===== src/rtl/spi_flash_pkg.sv =====
// Shared opcodes and FSM encoding for the SPI NOR flash responder.
`timescale 1ns/1ps
package spi_flash_pkg;
  localparam logic [7:0] OP_READ      = 8'h03;
  localparam logic [7:0] OP_FAST_READ = 8'h0B;
  localparam logic [7:0] OP_JEDEC     = 8'h9F;
  localparam logic [7:0] OP_RDSR      = 8'h05;

  typedef enum logic [2:0] {
    ST_IDLE, ST_CMD, ST_ADDR, ST_DUMMY, ST_DATA, ST_IGNORE
  } state_t;
endpackage


===== src/rtl/spi_pin_sync.sv =====
// Brings cs_n/sck/mosi into the system clock domain and derives SCK edge pulses.
`timescale 1ns/1ps
module spi_pin_sync #(
  parameter int SYNC_STAGES = 2
) (
  input  logic clk,
  input  logic rst,
  input  logic cs_n,
  input  logic sck,
  input  logic mosi,
  output logic cs_n_s,
  output logic cs_fall,
  output logic sck_rise,
  output logic sck_fall,
  output logic mosi_s
);
  logic [SYNC_STAGES-1:0] cs_ff, sck_ff, mosi_ff;
  logic cs_prev, sck_prev;

  // The cs chain resets to "selected" so a cs_n already low at reset release
  // never looks like a fresh falling edge; a real high->low toggle is required.
  always_ff @(posedge clk) begin
    if (rst) begin
      cs_ff    <= '0;
      sck_ff   <= '0;
      mosi_ff  <= '0;
      cs_prev  <= 1'b0;
      sck_prev <= 1'b0;
    end else begin
      cs_ff    <= {cs_ff[SYNC_STAGES-2:0], cs_n};
      sck_ff   <= {sck_ff[SYNC_STAGES-2:0], sck};
      mosi_ff  <= {mosi_ff[SYNC_STAGES-2:0], mosi};
      cs_prev  <= cs_ff[SYNC_STAGES-1];
      sck_prev <= sck_ff[SYNC_STAGES-1];
    end
  end

  assign cs_n_s   = cs_ff[SYNC_STAGES-1];
  assign mosi_s   = mosi_ff[SYNC_STAGES-1];
  assign cs_fall  = cs_prev & ~cs_n_s;
  assign sck_rise = ~sck_prev &  sck_ff[SYNC_STAGES-1] & ~cs_n_s;
  assign sck_fall =  sck_prev & ~sck_ff[SYNC_STAGES-1] & ~cs_n_s;
endmodule


===== src/rtl/spi_flash_responder.sv =====
// Read-only SPI mode-0 NOR flash emulation backed by a byte-wide memory port.
`timescale 1ns/1ps
module spi_flash_responder import spi_flash_pkg::*; #(
  parameter int          ADDR_W      = 24,
  parameter logic [23:0] JEDEC_ID    = 24'hEF4016,
  parameter int          SYNC_STAGES = 2
) (
  input  logic              wb_clk_i,
  input  logic              wb_rst_i,
  input  logic              i_spi_cs_n,
  input  logic              i_spi_clk,
  input  logic              i_spi_mosi,
  output logic              o_spi_miso,
  output logic              o_spi_miso_oe,
  output logic              o_mem_req,
  output logic [ADDR_W-1:0] o_mem_addr,
  input  logic              i_mem_ack,
  input  logic [7:0]        i_mem_data,
  output logic              o_busy,
  output logic              o_underrun
);
  logic cs_n_s, cs_fall, sck_rise, sck_fall, mosi_s;

  spi_pin_sync #(.SYNC_STAGES(SYNC_STAGES)) u_sync (
    .clk      (wb_clk_i),
    .rst      (wb_rst_i),
    .cs_n     (i_spi_cs_n),
    .sck      (i_spi_clk),
    .mosi     (i_spi_mosi),
    .cs_n_s   (cs_n_s),
    .cs_fall  (cs_fall),
    .sck_rise (sck_rise),
    .sck_fall (sck_fall),
    .mosi_s   (mosi_s)
  );

  state_t      state, state_nxt;
  logic [4:0]  cnt;
  logic [7:0]  cmd_sh, cmd_byte, shift, pf_data, load_byte;
  logic [22:0] addr_sh;
  logic [23:0] addr_full;
  logic [1:0]  jidx;
  logic        pf_valid, pending, miso;
  logic        ack_now, load, mem_mode, addr_done, under_now;

  assign cmd_byte  = {cmd_sh[6:0], mosi_s};
  assign addr_full = {addr_sh, mosi_s};
  assign addr_done = (state == ST_ADDR) && sck_rise && (cnt == 5'd23);
  assign mem_mode  = (cmd_sh == OP_READ) || (cmd_sh == OP_FAST_READ);
  // A byte boundary in the data phase: every 8th falling edge, starting with the first.
  assign load      = (state == ST_DATA) && sck_fall && (cnt[2:0] == 3'd0);
  assign ack_now   = i_mem_ack && pending;
  assign o_spi_miso = miso;

  always_comb begin
    load_byte = 8'hFF;
    under_now = 1'b0;
    case (cmd_sh)
      OP_JEDEC: begin
        case (jidx)
          2'd0:    load_byte = JEDEC_ID[23:16];
          2'd1:    load_byte = JEDEC_ID[15:8];
          default: load_byte = JEDEC_ID[7:0];
        endcase
      end
      OP_RDSR: load_byte = 8'h00;
      default: begin
        if (ack_now)       load_byte = i_mem_data;
        else if (pf_valid) load_byte = pf_data;
        else               under_now = 1'b1;
      end
    endcase
  end

  always_comb begin
    state_nxt     = state;
    o_spi_miso_oe = (state != ST_IDLE) && !cs_n_s;
    o_busy        = (state != ST_IDLE) && !cs_n_s;
    if (cs_n_s) begin
      state_nxt = ST_IDLE;
    end else begin
      case (state)
        ST_IDLE: if (cs_fall) state_nxt = ST_CMD;
        ST_CMD: begin
          if (sck_rise && cnt == 5'd7) begin
            case (cmd_byte)
              OP_READ, OP_FAST_READ: state_nxt = ST_ADDR;
              OP_JEDEC, OP_RDSR:     state_nxt = ST_DATA;
              default:               state_nxt = ST_IGNORE;
            endcase
          end
        end
        ST_ADDR:  if (addr_done) state_nxt = (cmd_sh == OP_FAST_READ) ? ST_DUMMY : ST_DATA;
        ST_DUMMY: if (sck_rise && cnt == 5'd7) state_nxt = ST_DATA;
        default:  ;
      endcase
    end
  end

  always_ff @(posedge wb_clk_i) begin
    if (wb_rst_i) state <= ST_IDLE;
    else          state <= state_nxt;
  end

  always_ff @(posedge wb_clk_i) begin
    if (wb_rst_i) begin
      cnt        <= '0;
      cmd_sh     <= '0;
      addr_sh    <= '0;
      shift      <= '0;
      pf_data    <= '0;
      pf_valid   <= 1'b0;
      pending    <= 1'b0;
      jidx       <= '0;
      miso       <= 1'b1;
      o_mem_req  <= 1'b0;
      o_mem_addr <= '0;
      o_underrun <= 1'b0;
    end else begin
      o_mem_req <= 1'b0;
      if (cs_n_s || state_nxt != state)
        cnt <= '0;
      else if ((sck_rise && (state == ST_CMD || state == ST_ADDR || state == ST_DUMMY)) ||
               (sck_fall && state == ST_DATA))
        cnt <= cnt + 5'd1;

      if (state == ST_CMD && sck_rise)  cmd_sh  <= cmd_byte;
      if (state == ST_ADDR && sck_rise) addr_sh <= addr_full[22:0];
      if (addr_done) begin
        o_mem_req  <= 1'b1;
        o_mem_addr <= addr_full[ADDR_W-1:0];
      end

      if (ack_now) begin
        pf_data  <= i_mem_data;
        pf_valid <= 1'b1;
        pending  <= 1'b0;
      end

      if (state != ST_DATA) begin
        miso <= 1'b1;
      end else if (load) begin
        miso  <= load_byte[7];
        shift <= {load_byte[6:0], 1'b0};
        if (under_now) o_underrun <= 1'b1;
        if (cmd_sh == OP_JEDEC) jidx <= (jidx == 2'd2) ? 2'd0 : jidx + 2'd1;
        // Fetch the next byte now so it has a whole byte time to arrive.
        if (mem_mode) begin
          pf_valid   <= 1'b0;
          o_mem_req  <= 1'b1;
          o_mem_addr <= o_mem_addr + ADDR_W'(1);
        end
      end else if (sck_fall) begin
        miso  <= shift[7];
        shift <= {shift[6:0], 1'b0};
      end

      if (addr_done || (load && mem_mode)) pending <= 1'b1;
      if (cs_n_s) begin
        pending  <= 1'b0;
        pf_valid <= 1'b0;
        jidx     <= '0;
      end
    end
  end
endmodule


===== config.mk =====
export PLATFORM = sky130hd
export DESIGN_NAME = spi_flash_responder
export DESIGN_NICKNAME = d
export VERILOG_FILES = /design/src/rtl/spi_flash_pkg.sv /design/src/rtl/spi_pin_sync.sv /design/src/rtl/spi_flash_responder.sv
export SDC_FILE = /design/constraint.sdc
export NUM_CORES = 1
export LEC_CHECK = 0
export CAP_MARGIN = 20
export CORE_MARGIN = 2
export CORE_UTILIZATION = 30
export CTS_CLUSTER_SIZE = 8
export DETAILED_ROUTE_END_ITERATION = 7
export PLACE_DENSITY = 0.48
export SLEW_MARGIN = 20
export SYNTH_ARGS = -nofsm -noshare
export SYNTH_HDL_FRONTEND = slang
export SYNTH_SLANG_ARGS = --single-unit

===== constraint.sdc =====
create_clock -name wb_clk_i -period 4.9 [get_ports wb_clk_i]
set_input_delay 0.49 -clock wb_clk_i [delete_from_list [all_inputs] [get_ports wb_clk_i]]
set_output_delay 0.49 -clock wb_clk_i [all_outputs]
set_load 0.01 [all_outputs]

* Word level (Yosys, flattened, before mapping)
Cells that the tools add are included.
** Operators by class
- Multiplexer cells :: 34
- Add/sub/neg operators :: 3
- Bitwise logic cells :: 9
- Eq/ne operators :: 18
- Reduce and logical (&&, ||, !) cells :: 32
** Operator list (number)
- $mux W24 :: 4
- $mux W8 :: 4
- $pmux W8 S2 :: 2
- $add A24 B1 Y24 const B :: 1
- $mux W3 :: 6
- $eq A8 B2 Y1 const B :: 2
- $eq A8 B3 Y1 const B :: 2
- $eq A8 B4 Y1 const B :: 2
- $eq A8 B8 Y1 const B :: 2
- $mux W1 :: 15
- $pmux W3 S4 :: 1
- $reduce_or A2 Y1 :: 6
- $logic_and A1 B1 Y1 :: 10
- $eq A3 B2 Y1 const B :: 2
- $logic_not A3 Y1 :: 2
- $logic_or A1 B1 Y1 :: 6
- $pmux W3 S2 :: 1
- $reduce_and A3 Y1 :: 2
- $add A5 B1 Y5 const B :: 1
- $and A1 B1 Y1 :: 5
- $eq A5 B3 Y1 const B :: 1
- $eq A5 B5 Y1 const B :: 1
- $not A1 Y1 :: 4
- $reduce_bool A2 Y1 :: 2
- other kinds (12) :: 12
** Storage, ports and cells
- Register bits after elaboration :: 94
- Input port bits :: 14
- Output and inout bits :: 29

* Longest topological paths before layout
Gate-level depths: netlist (run 1).
- Word-level depth :: 11
- Depth in mapped cells :: 9

* By module
A second synthesis (run 1) with hierarchy kept.
** Second synthesis, totals
- Cells, all modules :: 548
- Area, all modules :: 4458.0 sq um
** Modules (own cells, without submodules)
- spi_flash_responder :: area each 4226.6 sq um, cells each 529, instances 1
- spi_pin_sync :: area each 231.5 sq um, cells each 19, instances 1

* Worst setup path after synthesis (run 1)
No wires, ideal clock.
- Path kind :: reg2reg
- Start point :: register u_sync.cs_ff[1]
- End point :: register o_mem_addr[22]
- Path buffers :: 3
- Library setup time :: 74 ps
- Arrival time :: 2364 ps
- Period minus slack after synthesis :: 2438 ps
- Cell stages (with the launch flop) :: 9
- Setup slack :: 2462 ps
- Path through :: dfxtp_1 -> buf_6 -> or3b_4 -> or3_1 -> buf_6 -> or4_1 -> buf_2 -> or3_1 -> a31oi_1
** Between the ends
- Word-level cells in the longest chain between the ends :: 8
- Elaborated cells on any way between the ends :: 11
- Those cells by class :: mux (4); bitwise (3); reduce/logical (4)
** RTL lines
- from (decl) :: RTL line spi_pin_sync.sv:17 : logic [SYNC_STAGES-1:0] cs_ff, sck_ff, mosi_ff;
- from (signal assigned) :: RTL line spi_pin_sync.sv:30 : cs_ff <= {cs_ff[SYNC_STAGES-2:0], cs_n};
- $not A1 Y1 * :: RTL line spi_pin_sync.sv:41, spi_pin_sync.sv:42
- $and A1 B1 Y1 :: RTL line spi_pin_sync.sv:41 : assign sck_rise = ~sck_prev & sck_ff[SYNC_STAGES-1] & ~cs_n_s;
- $logic_and A1 B1 Y1 (2 in a row) :: RTL line spi_flash_responder.sv:48 : assign addr_done = (state == ST_ADDR) && sck_rise && (cnt == 5'd23);
- $mux W24 :: RTL line spi_flash_responder.sv:129 : if (addr_done) begin
- $mux W24 :: RTL line spi_flash_responder.sv:148 : if (mem_mode) begin
- $mux W24 :: RTL line spi_flash_responder.sv:142 : end else if (load) begin
- $mux W24 * :: RTL line spi_flash_responder.sv:140 : if (state != ST_DATA) begin
- to (signal assigned) :: RTL line spi_flash_responder.sv:131 : o_mem_addr <= addr_full[ADDR_W-1:0];
- to (signal assigned) :: RTL line spi_flash_responder.sv:151 : o_mem_addr <= o_mem_addr + ADDR_W'(1);
- to (decl) :: RTL line spi_flash_responder.sv:16 : output logic [ADDR_W-1:0] o_mem_addr,
Every way passes the cells marked *; elsewhere a longest branch is shown, timed or not.
A chain may end at the register's enable or synchronous reset.

* Final worst setup path (run 1)
- Start point :: register state[2]
- End point :: register o_mem_addr[22]
** Between the ends
- Word-level cells in the longest chain between the ends :: 7
- Elaborated cells on any way between the ends :: 11
- Those cells by class :: eq/ne (3); mux (4); reduce/logical (4)
** RTL lines
- from (decl) :: RTL line spi_flash_responder.sv:37 : state_t state, state_nxt;
- from (signal assigned) :: RTL line spi_flash_responder.sv:102 : else state <= state_nxt;
- $eq A3 B2 Y1 :: RTL line spi_flash_responder.sv:48
- $logic_and A1 B1 Y1 (2 in a row) :: RTL line spi_flash_responder.sv:48
- $mux W24 :: RTL line spi_flash_responder.sv:129
- $mux W24 :: RTL line spi_flash_responder.sv:148
- $mux W24 :: RTL line spi_flash_responder.sv:142
- $mux W24 * :: RTL line spi_flash_responder.sv:140
Marked as above.

==> results.json, run 1 <==
{
  "worstSetupPathType": "register to register",
  "initial_core_util": 0.309,
  "slew_headroom": 0.377,
  "tightest_slew_ns": 0.934,
  "skew_ns": 0.00654,
  "drtAntennaViolNets": 0,
  "wire_per_inst_um": 15.1,
  "fin_cells": 753,
  "yosysSeqAreaShare": 0.431,
  "syn-cell-area_sq_mm": 0.00432,
  "maxSlewViolCount": 0,
  "min_path_type": "register to register",
  "critPathMaxFanout": 13,
  "routed_via_density": 5.23,
  "fp.dieW_um": 124,
  "drt_iter0_markers": 259,
  "p_per_area_mw_per_mm2": 301,
  "antenna_found_initial": 0,
  "hold_buffers": 0,
  "clock_path_buffers": 2,
  "dr.pass1.iters": 4,
  "multi_input_area_sq_mm": 0.00227,
  "clkLatencyLatePin_ns": 0.35,
  "grt_max_degree": 61,
  "gp_congestion": 0.787,
  "grt_pass1_wl_um": 18700,
  "overflow": 0,
  "syn_nets": 561,
  "cap_violations": 0,
  "regArea_sq_mm": 0.00186,
  "finalCritPeriodShare": 0.568,
  "grtUsageMet1": 0.203,
  "synthArstFlopShare": 0,
  "busiest_layer": "met2",
  "synth_edf_count": 0,
  "core_area_sq_mm": 0.0140,
  "cp.required_ns": 5.17,
  "post_cts.repair.setup_buffers": 0,
  "min_period_ns": 2.78,
  "numCtsBuffers": 9,
  "synth.distinct_cells": 58,
  "max-vdd-ir-drop_uv": 178,
  "crit_path_end_kind": "register",
  "post_cts_resized": 0,
  "ioPinCount": 43,
  "status": "completed",
  "critPathArrivalTime_ns": 3.06,
  "total_power_mw": 1.56,
  "grt_usage": 0.158,
  "syn_to_final_growth_pct": 19.6,
  "setup-tns-final_ns": 0,
  "syn_inst": 544,
  "wl_um": 11300,
  "met2_usage": 0.253,
  "grt_pass1_vias": 3667,
  "yosysWarnings": 0,
  "die_area_sq_mm": 0.0154,
  "portBuffers": 42,
  "placedCellCount": 737,
  "synthFlopType": "dfxtp_1",
  "leakagePower_nw": 1.72,
  "clk_pin_slew_worst_paths_ns": 0.06,
  "antennaDiodeCount": 0,
  "fin_nets": 585,
  "cts_tree": "done",
  "die_y_um": 124,
  "use_met3": 0.0495,
  "hold_viol_final": 0,
  "root_buffer": "clkbuf_16",
  "crit_path_start_kind": "register",
  "syn_area_per_cell_sq_um": 7.94,
  "via_count": 3935,
  "dp.final_hpwl_um": 7810,
  "cts_sinks": 93,
  "rows": 43,
  "drc": 0,
  "finalSetupViolCount": 0,
  "n_fill_cell": 1469,
  "ys_ff_latch": 93,
  "drive_gt1_frac": 0.0611,
  "clock.fmax_mhz": 359,
  "rsz0062_at_grt": "no",
  "htree_levels": 3
}
## layout by cell type, fill, tap and decap left out, drive strengths merged, types with 3 or more instances in the layout
cell type,n
and4,3
a31oi,11
clkdlybuf4s50,41
or3b,4
a21oi,61
o21ai,23
and3,5
dfxtp,93
ha,3
mux2i,11
nand3,11
nand2b,4
buf,5
and2,5
a211oi,9
nor2,53
inv,11
nand4b,4
nor3b,6
clkbuf,14
nand2,93
or3,10
nand4,7
nor4,11
nor2b,14
nor3,12
o211ai,5
o21a,3
or4,5
## report_power, final
| part | internal (mW) | switching, mW |
|---|---|---|
| clock | 0.453 | 0.296 |
| combinational | 0.0205 | 0.0248 |
| sequential | 0.759 | 0.00375 |
| total | 1.23 | 0.325 |
## metal layers
| metal | share of wire | wire length (um) |
|---|---|---|
| met5 | 0 | 0 |
| met2 | 0.45 | 5120 |
| met4 | 0.019 | 212 |
| met3 | 0.050 | 567 |
| met1 | 0.48 | 5440 |
## per-stage QoR
| step | worst slack [ns] | hold slack, ns | util | area (sq um) |
|---|---|---|---|---|
| 3_3_place_gp | 2.15 | 0.428 | 0.346 | 4840 |
| 5_1_grt | 1.93 | 0.462 | 0.369 | 5170 |
| 2_1_floorplan | 2.46 | 0.414 | - | 4320 |
| 6_report | 2.12 | 0.438 | 0.369 | 5170 |
| 4_1_cts | 2.11 | 0.446 | 0.369 | 5170 |
| 3_5_place_dp | 2.10 | 0.431 | 0.346 | 4840 |
## state kept, by name, summed over array words and instances (netlist names), 3 cells and up
register,cells
shift,7
cmd_sh,8
state,3
pf_data,8
o_mem_addr,24
addr_sh,23
cnt,5
## synthesized netlist by cell type (3+ instances only)
cell	instances	area [sq um]
a211oi_1	9	67.6
a21oi_1	61	305
a31oi_1	11	68.8
and2_1	5	31.3
and3_1	5	31.3
and4_1	3	26.3
clkbuf_1	28	105
dfxtp_1	93	1860
ha_1	3	37.5
inv_1	11	41.3
mux2i_1	11	110
nand2_1	93	349
nand2b_1	4	25.0
nand3_1	11	55.1
nand4_1	7	43.8
nand4b_1	4	35.0
nor2_1	53	199
nor2b_1	14	87.6
nor3_1	12	60.1
nor3b_1	6	45.0
nor4_1	10	62.6
o211ai_1	5	37.5
o21a_1	3	22.5
o21ai_0	23	115
or3_1	10	62.6
or4_1	4	30.0
## final cells by class
class | count | share of cell area
Clock inverter | 2 | 0.00751
Multi-Input combinational cell | 407 | 0.439
Timing Repair Buffer | 46 | 0.0862
Clock buffer | 14 | 0.0550
Sequential cell | 93 | 0.360
Inverter | 11 | 0.00799
Tap cell | 180 | 0.0436
## worst max-delay path, cell delays in order (launching register included)
cell and delay [ns]:
dfxtp_1 0.54, or3b_4 0.45, or3_1 0.49, or4_1 0.72, or3_1 0.36, a31oi_1 0.15
## cells by family (layout without fill, tap and decap cells)
family	after synthesis	after routing	synth area share
muxes	12	12	0.0281
and+or+nand+nor	255	255	0.296
xor gates and xnor gates	3	3	0.00608
AOI/OAI and AO/OA	134	134	0.187
adders and majority gates	3	3	0.00869
buffers and inverters	44	73	0.0432
DFF	93	93	0.431
## path summary, 6_finish.rpt
check,slack [ns],to,start,cells after the start
worst max register to register,2.12,o_mem_addr[22],state[2],5
worst min-delay path,0.44,u_sync.mosi_ff[1],u_sync.mosi_ff[0],1
worst max-delay path,2.12,o_mem_addr[22],state[2],5
worst min register to register,0.44,u_sync.mosi_ff[1],u_sync.mosi_ff[0],1
(Power assumes the default switching activity.)
==> run 2: changes to the inputs <==
- PLACE_DENSITY: 0.48 -> 0.5
- clock period: 4.9 -> 2.3 ns (I/O delays scaled with it)
==> results.json, run 2 (same netlist as run 1, synthesis figures left out) <==
{
  "status": "completed",
  "hold_viol_final": 0,
  "drc": 0,
  "p_sw_uw": 688,
  "antenna_found_initial": 0,
  "ioPinCount": 43,
  "wl_um": 11800,
  "leakagePower_nw": 1.92,
  "p_seq_frac": 0.470,
  "cts_tree": "done",
  "multi_input_area_sq_mm": 0.00230,
  "cap_violations": 0,
  "largest_reg_flops": 24,
  "grtUsageMet1": 0.220,
  "initial_core_util": 0.309,
  "holdPathEnd": "pf_data[2]",
  "fin_nets": 623,
  "finalCritPeriodShare": 0.973,
  "rr_endpoint": "o_mem_addr[16]",
  "clock.fmax_mhz": 447,
  "clock_path_buffers": 2,
  "crit_path_end_kind": "register",
  "r2r_start": "state[0]",
  "placedCellCount": 770,
  "top_regs": "o_mem_addr: 24 flops, addr_sh: 23 flops",
  "r2r_slack_ns": 0.06,
  "core_area_sq_mm": 0.0140,
  "wire_per_inst_um": 14.9,
  "grt_pass1_vias": 3793,
  "hold_buffers": 0,
  "overflow": 0,
  "clk_pin_slew_worst_paths_ns": 0.07,
  "min_path_type": "input pin to register",
  "grt_max_degree": 53,
  "min_period_ns": 2.24,
  "finalSetupViolCount": 0,
  "final_cell_mix": "nand2_1 (93), dfxtp_1 (92), a21oi_1 (61)",
  "portBuffers": 42,
  "max-vdd-ir-drop_uv": 364,
  "n_fill_cell": 1410,
  "numCtsBuffers": 9,
  "worstSetupPathType": "register to register",
  "regArea_sq_mm": 0.00186,
  "crit_path_start_kind": "register",
  "internal_power_mw": 2.76,
  "gp_congestion": 0.829,
  "fin_cells": 791,
  "syn_to_final_growth_pct": 27.3,
  "power_frac_comb": 0.033,
  "dp.final_hpwl_um": 8160,
  "tightest_slew_ns": 0.581,
  "busiest_layer": "met2",
  "antennaDiodeCount": 0,
  "cts_sinks": 93,
  "drt_iter0_markers": 201,
  "routed_via_density": 5.17,
  "cp-startpoint": "state[0]",
  "via_count": 4086,
  "grt_usage": 0.162,
  "cp.required_ns": 2.58,
  "pwr-share-clk": 0.497,
  "critPathArrivalTime_ns": 2.52,
  "maxSlewViolCount": 0,
  "whs_path_depth": 2,
  "htree_levels": 3,
  "swShare": 0.200,
  "root_buffer": "clkbuf_16",
  "use_met3": 0.0334,
  "die_area_sq_mm": 0.0154,
  "critPathMaxFanout": 5,
  "drive_gt1_frac": 0.128,
  "p_per_area_mw_per_mm2": 627,
  "worstHoldStart": "wb_rst_i",
  "rows": 43,
  "clkLatencyLatePin_ns": 0.35,
  "grt_pass1_wl_um": 19100,
  "rsz0062_at_grt": "yes",
  "rr_worst_depth": 5,
  "skew_ns": 0.00625,
  "slew_headroom": 0.613,
  "fp.dieW_um": 124,
  "met2_usage": 0.250,
  "die_y_um": 124,
  "total_power_mw": 3.45,
  "drtAntennaViolNets": 0,
  "final_common_cell": "nand2_1",
  "top_register": "o_mem_addr",
  "dr.pass1.iters": 4
}
[run 2: worst max-delay path by stage]
stage                endpoint  slack (ns)  cells after the start
2_1_floorplan  o_mem_addr[22]       -0.13                      8
3_3_place_gp   o_mem_addr[18]        0.09                      5
3_5_place_dp   o_mem_addr[18]        0.05                      5
4_1_cts        o_mem_addr[18]        0.02                      5
5_1_grt        o_mem_addr[16]       -0.01                      5
6_report       o_mem_addr[16]        0.06                      5
[run 2: through the flow]
stage | area [sq um] | setup TNS, ns | setup WS [ns] | hold WS [ns] | utilization
floorplan | 4340 | -0.459 | -0.126 | 0.358 | -
global placement | 5100 | 0 | 0.0913 | 0.424 | 0.364
detailed placement | 5100 | 0 | 0.0503 | 0.431 | 0.364
CTS | 5440 | 0 | 0.0187 | 0.185 | 0.389
global route | 5500 | -0.0102 | -0.0102 | 0.197 | 0.393
finish | 5500 | 0 | 0.0613 | 0.187 | 0.393
[run 2: cell type report]
type	instances	area share
Multi-Input combinational cell	408	0.419
Sequential cell	93	0.339
Timing Repair Buffer	83	0.132
Clock buffer	12	0.0448
Tap cell	180	0.0410
Clock inverter	4	0.0173
Inverter	11	0.00751
[run 2: repair_timing]
action                     in CTS  in global routing
gates resized for setup         0                  7
hold endpoints to repair        0                  0
setup endpoints to repair       0                  4
buffers inserted                0                  4
[run 2: power by group through the flow]
stage               sequential [mW]  clock [mW]  combinational, mW
floorplan                      1.66           0             0.0592
global placement               1.66           0              0.112
detailed placement             1.66           0              0.112
CTS                            1.62        1.76              0.113
global route                   1.62        1.83              0.123
finish                         1.62        1.71              0.113
[run 2: routing by layer]
layer / vias up / share of wire
met2: 69 / 0.46
li1: 2064 / -
met3: 14 / 0.038
met4: 0 / 0.017
met5: - / 0
met1: 1939 / 0.49
[run 2: critical path: stages, from the launching register on]
cell and delay, ns:
dfxtp_1 0.31, or3b_4 0.40, or3_4 0.40, or4_4 0.58, or3_1 0.33, a31oi_1 0.15
